`src/rtl/sprite_pkg.sv`:
```
// Shared types and defaults for the sprite blitter: FSM state encoding and geometry/palette defaults.
// Pure declarations; no timing or flow control of its own.
package sprite_pkg;

  typedef enum logic [2:0] {
    IDLE  = 3'd0,
    FETCH = 3'd1,
    WAIT  = 3'd2,
    FLUSH = 3'd3,
    DONE  = 3'd4
  } state_e;

  localparam int SPR_W_DEF  = 30;
  localparam int SPR_H_DEF  = 30;
  localparam int FB_W_DEF   = 640;
  localparam int FB_H_DEF   = 480;
  localparam int ADDR_W_DEF = 19;
  localparam int PIX_W_DEF  = 4;

  localparam logic [3:0] TRANSPARENT_DEF = 4'h0;

endpackage

```
`src/rtl/sprite_blitter_if.sv`:
```
// Command, sprite-RAM read and frame-buffer write signals of the blitter in one bundle.
// slave = the blitter itself; master = controller plus the two RAMs.
interface sprite_blitter_if #(
  parameter int ADDR_W = 19,
  parameter int PIX_W  = 4
);
  logic              start;
  logic [9:0]        pos_x;
  logic [9:0]        pos_y;
  logic              busy;
  logic              done;
  logic [ADDR_W-1:0] spr_read_address;
  logic [PIX_W-1:0]  spr_data_In;
  logic [ADDR_W-1:0] fb_write_address;
  logic [PIX_W-1:0]  fb_data_Out;
  logic              fb_we;

  modport slave (
    input  start, pos_x, pos_y, spr_data_In,
    output busy, done, spr_read_address, fb_write_address, fb_data_Out, fb_we
  );

  modport master (
    output start, pos_x, pos_y, spr_data_In,
    input  busy, done, spr_read_address, fb_write_address, fb_data_Out, fb_we
  );
endinterface

```
`src/rtl/blit_addr_gen.sv`:
```
// Sprite index / row-col counters and incremental frame-buffer address; outputs are combinational from state.
// Advances one pixel per step_i; no stall path, the caller owns pacing.
module blit_addr_gen
  import sprite_pkg::*;
#(
  parameter int SPR_W  = SPR_W_DEF,
  parameter int SPR_H  = SPR_H_DEF,
  parameter int FB_W   = FB_W_DEF,
  parameter int FB_H   = FB_H_DEF,
  parameter int ADDR_W = ADDR_W_DEF
) (
  input  logic              clk,
  input  logic              rst_n,
  input  logic              load_i,
  input  logic              step_i,
  input  logic [9:0]        pos_x_i,
  input  logic [9:0]        pos_y_i,
  output logic [ADDR_W-1:0] spr_addr_o,
  output logic [ADDR_W-1:0] fb_addr_o,
  output logic              last_o,
  output logic              clip_o
);

  localparam int N  = SPR_W * SPR_H;
  localparam int CW = (SPR_W > 1) ? $clog2(SPR_W) : 1;
  localparam int RW = (SPR_H > 1) ? $clog2(SPR_H) : 1;

  logic [9:0]        px_q, px_d, py_q, py_d;
  logic [CW-1:0]     col_q, col_d;
  logic [RW-1:0]     row_q, row_d;
  logic [ADDR_W-1:0] idx_q, idx_d;
  logic [ADDR_W-1:0] base_q, base_d;
  logic [10:0]       x_sum, y_sum;

  always_comb begin
    px_d   = px_q;
    py_d   = py_q;
    col_d  = col_q;
    row_d  = row_q;
    idx_d  = idx_q;
    base_d = base_q;
    if (load_i) begin
      px_d   = pos_x_i;
      py_d   = pos_y_i;
      col_d  = '0;
      row_d  = '0;
      idx_d  = '0;
      // the only multiply: once per blit, when the command is accepted
      base_d = ADDR_W'(int'(pos_y_i) * FB_W + int'(pos_x_i));
    end else if (step_i) begin
      idx_d = idx_q + ADDR_W'(1);
      if (col_q == CW'(SPR_W - 1)) begin
        col_d  = '0;
        row_d  = row_q + RW'(1);
        base_d = base_q + ADDR_W'(FB_W);
      end else begin
        col_d = col_q + CW'(1);
      end
    end
  end

  always_ff @(posedge clk or negedge rst_n) begin
    if (!rst_n) begin
      px_q   <= '0;
      py_q   <= '0;
      col_q  <= '0;
      row_q  <= '0;
      idx_q  <= '0;
      base_q <= '0;
    end else begin
      px_q   <= px_d;
      py_q   <= py_d;
      col_q  <= col_d;
      row_q  <= row_d;
      idx_q  <= idx_d;
      base_q <= base_d;
    end
  end

  // 11-bit sums cannot wrap for 10-bit positions plus sprite offsets
  assign x_sum = {1'b0, px_q} + 11'(col_q);
  assign y_sum = {1'b0, py_q} + 11'(row_q);

  assign spr_addr_o = idx_q;
  assign fb_addr_o  = base_q + ADDR_W'(col_q);
  assign last_o     = (idx_q == ADDR_W'(N - 1));
  assign clip_o     = (x_sum >= 11'(FB_W)) || (y_sum >= 11'(FB_H));

endmodule

```
`src/rtl/sprite_blitter.sv`:
```
// Copies a sprite into the frame buffer skipping TRANSPARENT; address k in cycle k+1, its write in cycle k+3.
// No backpressure: one write per cycle at most; optional clipping with SPRITE_CLIP_EN.
module sprite_blitter
  import sprite_pkg::*;
#(
  parameter int SPR_W  = SPR_W_DEF,
  parameter int SPR_H  = SPR_H_DEF,
  parameter int FB_W   = FB_W_DEF,
  parameter int FB_H   = FB_H_DEF,
  parameter int ADDR_W = ADDR_W_DEF,
  parameter int PIX_W  = PIX_W_DEF,
  parameter logic [PIX_W-1:0] TRANSPARENT = PIX_W'(TRANSPARENT_DEF)
) (
  input  logic            Clk,
  input  logic            Reset_n,
  sprite_blitter_if.slave bus
);

  state_e            state_q, state_d;
  logic              accept, fetch;
  logic [ADDR_W-1:0] spr_addr, fb_addr;
  logic              last, clip;

  logic              pipe_vld_q;
  logic [ADDR_W-1:0] pipe_addr_q;
  logic              we_d, we_q;
  logic [ADDR_W-1:0] wa_q;
  logic [PIX_W-1:0]  wd_q;

  assign accept = (state_q == IDLE) && bus.start;
  assign fetch  = (state_q == FETCH);

  blit_addr_gen #(
    .SPR_W (SPR_W),
    .SPR_H (SPR_H),
    .FB_W  (FB_W),
    .FB_H  (FB_H),
    .ADDR_W(ADDR_W)
  ) u_addr_gen (
    .clk       (Clk),
    .rst_n     (Reset_n),
    .load_i    (accept),
    .step_i    (fetch),
    .pos_x_i   (bus.pos_x),
    .pos_y_i   (bus.pos_y),
    .spr_addr_o(spr_addr),
    .fb_addr_o (fb_addr),
    .last_o    (last),
    .clip_o    (clip)
  );

  always_comb begin
    state_d = state_q;
    unique case (state_q)
      IDLE:    if (bus.start) state_d = FETCH;
      FETCH:   if (last) state_d = WAIT;
      WAIT:    state_d = FLUSH;
      FLUSH:   state_d = DONE;
      DONE:    state_d = IDLE;
      default: state_d = IDLE;
    endcase
  end

  always_ff @(posedge Clk or negedge Reset_n) begin
    if (!Reset_n) state_q <= IDLE;
    else          state_q <= state_d;
  end

  // The pipe carries the already-resolved (row,col) address so it lines up with the RAM read data.
  always_ff @(posedge Clk or negedge Reset_n) begin
    if (!Reset_n) begin
      pipe_vld_q  <= 1'b0;
      pipe_addr_q <= '0;
    end else begin
      pipe_vld_q  <= fetch;
      pipe_addr_q <= fb_addr;
    end
  end

`ifdef SPRITE_CLIP_EN
  logic pipe_clip_q;

  always_ff @(posedge Clk or negedge Reset_n) begin
    if (!Reset_n) pipe_clip_q <= 1'b0;
    else          pipe_clip_q <= clip;
  end

  assign we_d = pipe_vld_q && (bus.spr_data_In != TRANSPARENT) && !pipe_clip_q;
`else
  logic unused_clip;
  assign unused_clip = clip;
  assign we_d = pipe_vld_q && (bus.spr_data_In != TRANSPARENT);
`endif

  always_ff @(posedge Clk or negedge Reset_n) begin
    if (!Reset_n) begin
      we_q <= 1'b0;
      wa_q <= '0;
      wd_q <= '0;
    end else begin
      we_q <= we_d;
      if (pipe_vld_q) begin
        wa_q <= pipe_addr_q;
        wd_q <= bus.spr_data_In;
      end
    end
  end

  assign bus.busy             = (state_q == FETCH) || (state_q == WAIT) || (state_q == FLUSH);
  assign bus.done             = (state_q == DONE);
  assign bus.spr_read_address = fetch ? spr_addr : '0;
  assign bus.fb_write_address = wa_q;
  assign bus.fb_data_Out      = wd_q;
  assign bus.fb_we            = we_q;

endmodule

```
`src/flat_wrapper.sv`:
```
// flat-port wrapper written by rule: the top's interface ports become plain ports
module sprite_blitter_flat import sprite_pkg::*;
#(
  parameter int SPR_W  = SPR_W_DEF,
  parameter int SPR_H  = SPR_H_DEF,
  parameter int FB_W   = FB_W_DEF,
  parameter int FB_H   = FB_H_DEF,
  parameter int ADDR_W = ADDR_W_DEF,
  parameter int PIX_W  = PIX_W_DEF,
  parameter logic [PIX_W-1:0] TRANSPARENT = PIX_W'(TRANSPARENT_DEF)
)
  (Clk, Reset_n, bus_start, bus_pos_x, bus_pos_y, bus_spr_data_In, bus_busy, bus_done, bus_spr_read_address, bus_fb_write_address, bus_fb_data_Out, bus_fb_we);
  sprite_blitter_if #(.ADDR_W(ADDR_W), .PIX_W(PIX_W)) bus_i ();
  input  logic Clk;
  input  logic Reset_n;
  input wire logic [$bits(bus_i.start)-1:0] bus_start;
  input wire logic [$bits(bus_i.pos_x)-1:0] bus_pos_x;
  input wire logic [$bits(bus_i.pos_y)-1:0] bus_pos_y;
  input wire logic [$bits(bus_i.spr_data_In)-1:0] bus_spr_data_In;
  output wire logic [$bits(bus_i.busy)-1:0] bus_busy;
  output wire logic [$bits(bus_i.done)-1:0] bus_done;
  output wire logic [$bits(bus_i.spr_read_address)-1:0] bus_spr_read_address;
  output wire logic [$bits(bus_i.fb_write_address)-1:0] bus_fb_write_address;
  output wire logic [$bits(bus_i.fb_data_Out)-1:0] bus_fb_data_Out;
  output wire logic [$bits(bus_i.fb_we)-1:0] bus_fb_we;
  assign bus_i.start = bus_start;
  assign bus_i.pos_x = bus_pos_x;
  assign bus_i.pos_y = bus_pos_y;
  assign bus_i.spr_data_In = bus_spr_data_In;
  assign bus_busy = bus_i.busy;
  assign bus_done = bus_i.done;
  assign bus_spr_read_address = bus_i.spr_read_address;
  assign bus_fb_write_address = bus_i.fb_write_address;
  assign bus_fb_data_Out = bus_i.fb_data_Out;
  assign bus_fb_we = bus_i.fb_we;
  sprite_blitter #(.SPR_W(SPR_W), .SPR_H(SPR_H), .FB_W(FB_W), .FB_H(FB_H), .ADDR_W(ADDR_W), .PIX_W(PIX_W), .TRANSPARENT(TRANSPARENT)) u_core (.Clk(Clk), .Reset_n(Reset_n), .bus(bus_i));
endmodule
```
`config.mk`:
```
export PLATFORM = sky130hd
export DESIGN_NAME = sprite_blitter_flat
export DESIGN_NICKNAME = d
export VERILOG_FILES = /design/src/rtl/sprite_pkg.sv /design/src/rtl/sprite_blitter_if.sv /design/src/rtl/blit_addr_gen.sv /design/src/rtl/sprite_blitter.sv /design/src/flat_wrapper.sv
export SDC_FILE = /design/constraint.sdc
export NUM_CORES = 1
export LEC_CHECK = 0
export ABC_AREA = 1
export CAP_MARGIN = 20
export CORE_MARGIN = 2
export CORE_UTILIZATION = 38
export DETAILED_ROUTE_END_ITERATION = 12
export PLACE_DENSITY = 0.7
export SYNTH_ARGS = -nofsm -noshare
export SYNTH_HDL_FRONTEND = slang
export SYNTH_SLANG_ARGS = --single-unit
```
`constraint.sdc`:
```
create_clock -name Clk -period 2.2 [get_ports Clk]
set_input_delay 0.22 -clock Clk [delete_from_list [all_inputs] [get_ports Clk]]
set_output_delay 0.22 -clock Clk [all_outputs]
set_load 0.01 [all_outputs]
```
==> reports/metrics.csv <==
stage,metric,value,unit
outcome,status,"finished, final reports clean",
clock_network,htree_levels,3,
setup_path,max_stage_delay,0.54,ns
placement,place_ws,-0.520,ns
setup_path,r2r_end,u_core.pipe_addr_q[14],
synth,synth_seq_cells,90,
synth,synth_warnings,0,
sta,setup_viol,0,
power,vdd_drop_max,454,µV
setup_path,crit_required,1.98,ns
setup_path,r2r-start,u_core.u_addr_gen.col_q[0],
route,wirelength,11.3,mm
synth,synth.top_cells.by_area,"dfrtp_1, nand2_1, ha_1, mux2_2, inv_1",
setup_path,crit_buf_inv,3,
placement,place.gp.congestion,0.887,
synth,ys_top_cells_by_count,"nand2_1, dfrtp_1, inv_1, nor2_1, nand3_1",
placement,dp.cells,894,
clock_network,cts_made_buffers,9,
setup_path,critPathKind,register to output pin,
route,drt_iter0_drc,222,
global_routing,grt_pass1_wl,19.2,mm
sta,worst_slew_margin_rel,66.9,%
floorplanning,die_area,14900,µm²
clock_network,clockRootBuffer,clkbuf_16,
synth,avgSynthCellArea,8.52,µm²
setup_path,cp-start-kind,register,
setup_path,rr_worst_depth,14,
placement,placed_area,6430,µm²
setup_path,startpoint,u_core.state_q[2],
sta,tightest_slew,0.496,ns
power,power,7.99,mW
global_routing,grt_overflow,0,
setup_path,cp_slowest_cell,clkdlybuf4s50_1,
sta,hold_viol_final,0,
route,drc_errors,0,
sta,final_max_slew_viol_count,0,
synth,synth_flop_cell,dfrtp_1,
floorplanning,core_area,13700,µm²
sta,fmax,0.478,GHz
route,first_pass_iters,4,
global_routing,grt_pass1_vias,4181,
floorplanning,fp.dieH,122,µm
placement,hpwl,8.46,mm
synth,synth.top_cell.area_share,42.6,%
synth,syn_inst,620,
setup_path,cp_max_fo,11,
route,dr_wl_met2,5.10,mm
setup_path,crit_chain,inv_2 > nand3_4 > buf_4 > nor2_1 > clkdlybuf4s50_1,
setup_path,critPathTopFamily,buffers and inverters,
clock_network,cts_tree,built,
synth,syn_area,5290,µm²
route,wl_per_cell,12.3,µm
route,viasPerCell,4.80,
final_layout,design_area,6950,µm²
clock_network,clock_path_buffers,2,
synth,synth.net_count,678,
placement,io_buffers,71,
setup_path,endpoint_kind,output pin,
floorplanning,rows,43,
route,num_vias,4412,
setup_path,critPathArrivalTime,1.87,ns
synth,yosysUniqueCellTypes,44,
final_layout,antenna_cells,0,
route,wl_met3,388,µm
global_routing,grtUsageTotal,16.0,%
global_routing,grt_max_degree,39,
final_layout,drive_gt1_share,20.6,%
synth,seq_area_frac_synth,42.6,%
synth,synth_most_common_cell,nand2_1,
sta,skew,0.00383,ns
synth,post-synth-top-area-cell,dfrtp_1,
sta,rsz0062_at_grt,yes,
floorplanning,ios,72,
global_routing,antenna_found_initial,0,
power,p_per_area,1150,nW/µm²
setup_path,rrSetupSlack,0.12,ns
route,dr.max_layer_used,met4,
synth,synth-async-reset-ratio,100,%
final_layout,final_cells,919,
synth,synth-edff-count,0,
route,ant_nets,0,
power,leakage,3.24,nW
final_layout,syn2layout_area_growth,31.6,%
floorplanning,start_util,38.5,%
run,maxCapViolCount,0,
sta,setup_slack,0.107,ns
clock_network,clk_latency,0.34,ns
hold_path,hold_path.class,primary input to async pin,
final_layout,nets,792,
clock_network,clock_sinks,90,
clock_network,clkTransAtPathRegs,0.06,ns
floorplanning,die_w,122,µm
sta,fin_crit,2.09,ns
route,wl_met1,5.69,mm
sta,setup_tns,0,ns
sta,fin_crit_sh,95.1,%
-- metal layers --
layer | GRT usage, % | vias to the layer above
met5 | 0 | -
met4 | 5.17 | 0
met3 | 2.20 | 14
met2 | 25.3 | 97
met1 | 22.7 | 2039
li1 | - | 2262
-- worst reg2reg max path, delay by kind of cell (launching register included) --
family	cells	cell delay (ns)
xor+xnor	1	0.13
fa+ha+maj	2	0.53
buf+inv	3	0.25
flops	1	0.37
simple gates	8	0.72
-- worst max-delay path by stage --
stage | to | slack, ns | cells past startpoint
after floorplan | u_core.u_addr_gen.base_q[17] | 0.06 | 15
after global placement | u_core.u_addr_gen.base_q[17] | -0.47 | 16
after detailed placement | u_core.u_addr_gen.base_q[16] | -0.52 | 14
after CTS | u_core.u_addr_gen.base_q[18] | 0.008 | 15
after global routing | u_core.pipe_addr_q[14] | -0.02 | 14
final | bus_spr_read_address[17] | 0.11 | 5
-- flip-flops by register name, summed over array words and instances, names as in the netlist --
register	flops
u_core.state_q	3
u_core.bus.fb_data_Out	4
u_core.u_addr_gen.base_q	19
u_core.pipe_vld_q	1
u_core.bus.fb_write_address	19
u_core.u_addr_gen.spr_addr_o	19
u_core.u_addr_gen.col_q	5
u_core.bus.fb_we	1
u_core.pipe_addr_q	19
-- through the flow --
stage / hold WS [ns] / util [%]
after floorplan: -0.0756 / -
final: 0.370 / 50.7
after global routing: 0.415 / 50.7
after global placement: 0.214 / 46.9
after detailed placement: 0.219 / 46.9
after CTS: 0.396 / 49.4
-- layout make-up --
class	count	area [µm²]
timing repair buffer	118	1060
sequential	90	2250
clock inverter	6	65.1
clock buffer	10	229
inverter	79	299
tap	180	225
multi-input combinational	436	2830
fill	1310	6770
-- power breakdown --
group / leakage, nW / switching (mW) / internal, mW / total, mW
logic: 1.99 / 1.90 / 1.72 / 3.62
clock network: 0.143 / 0.647 / 0.885 / 1.53
registers: 1.11 / 0.494 / 2.34 / 2.84
total: 3.24 / 3.04 / 4.95 / 7.99
-- cell families (layout without fill, tap and decap cells) --
group	count (synthesis)	count (layout)	synth area share [%]
buffers and inverters	94	213	7.08
DFF	90	90	42.6
AOI/OAI and AO/OA	76	76	8.29
adders and majority gates	31	31	7.77
xor gates and xnor gates	32	32	5.30
and+or+nand+nor	274	274	24.1
muxes	23	23	4.90
-- cells in the final DEF, fill, tap and decap left out, types with 12 or more instances in the layout --
cell and instances:
mux2_2 23, nand3_1 38, clkdlybuf4s50_1 64, nor2_1 47
dfrtp_1 89, nor3_1 12, xor2_1 24, nand2_2 14
ha_1 20, buf_4 47, a21oi_1 26, nand2_1 122
o21ai_0 18, inv_1 68
-- timing repair --
item / in CTS / in global routing
pin swaps: 6 / 18
endpoints found under the setup margin: 6 / 20
setup buffers: 1 / 7
gates cloned: 0 / 0
hold endpoints to repair: 35 / 0
gates resized for setup: 16 / 33
hold buffers: 1 / 0
(Power assumes the default switching activity.)
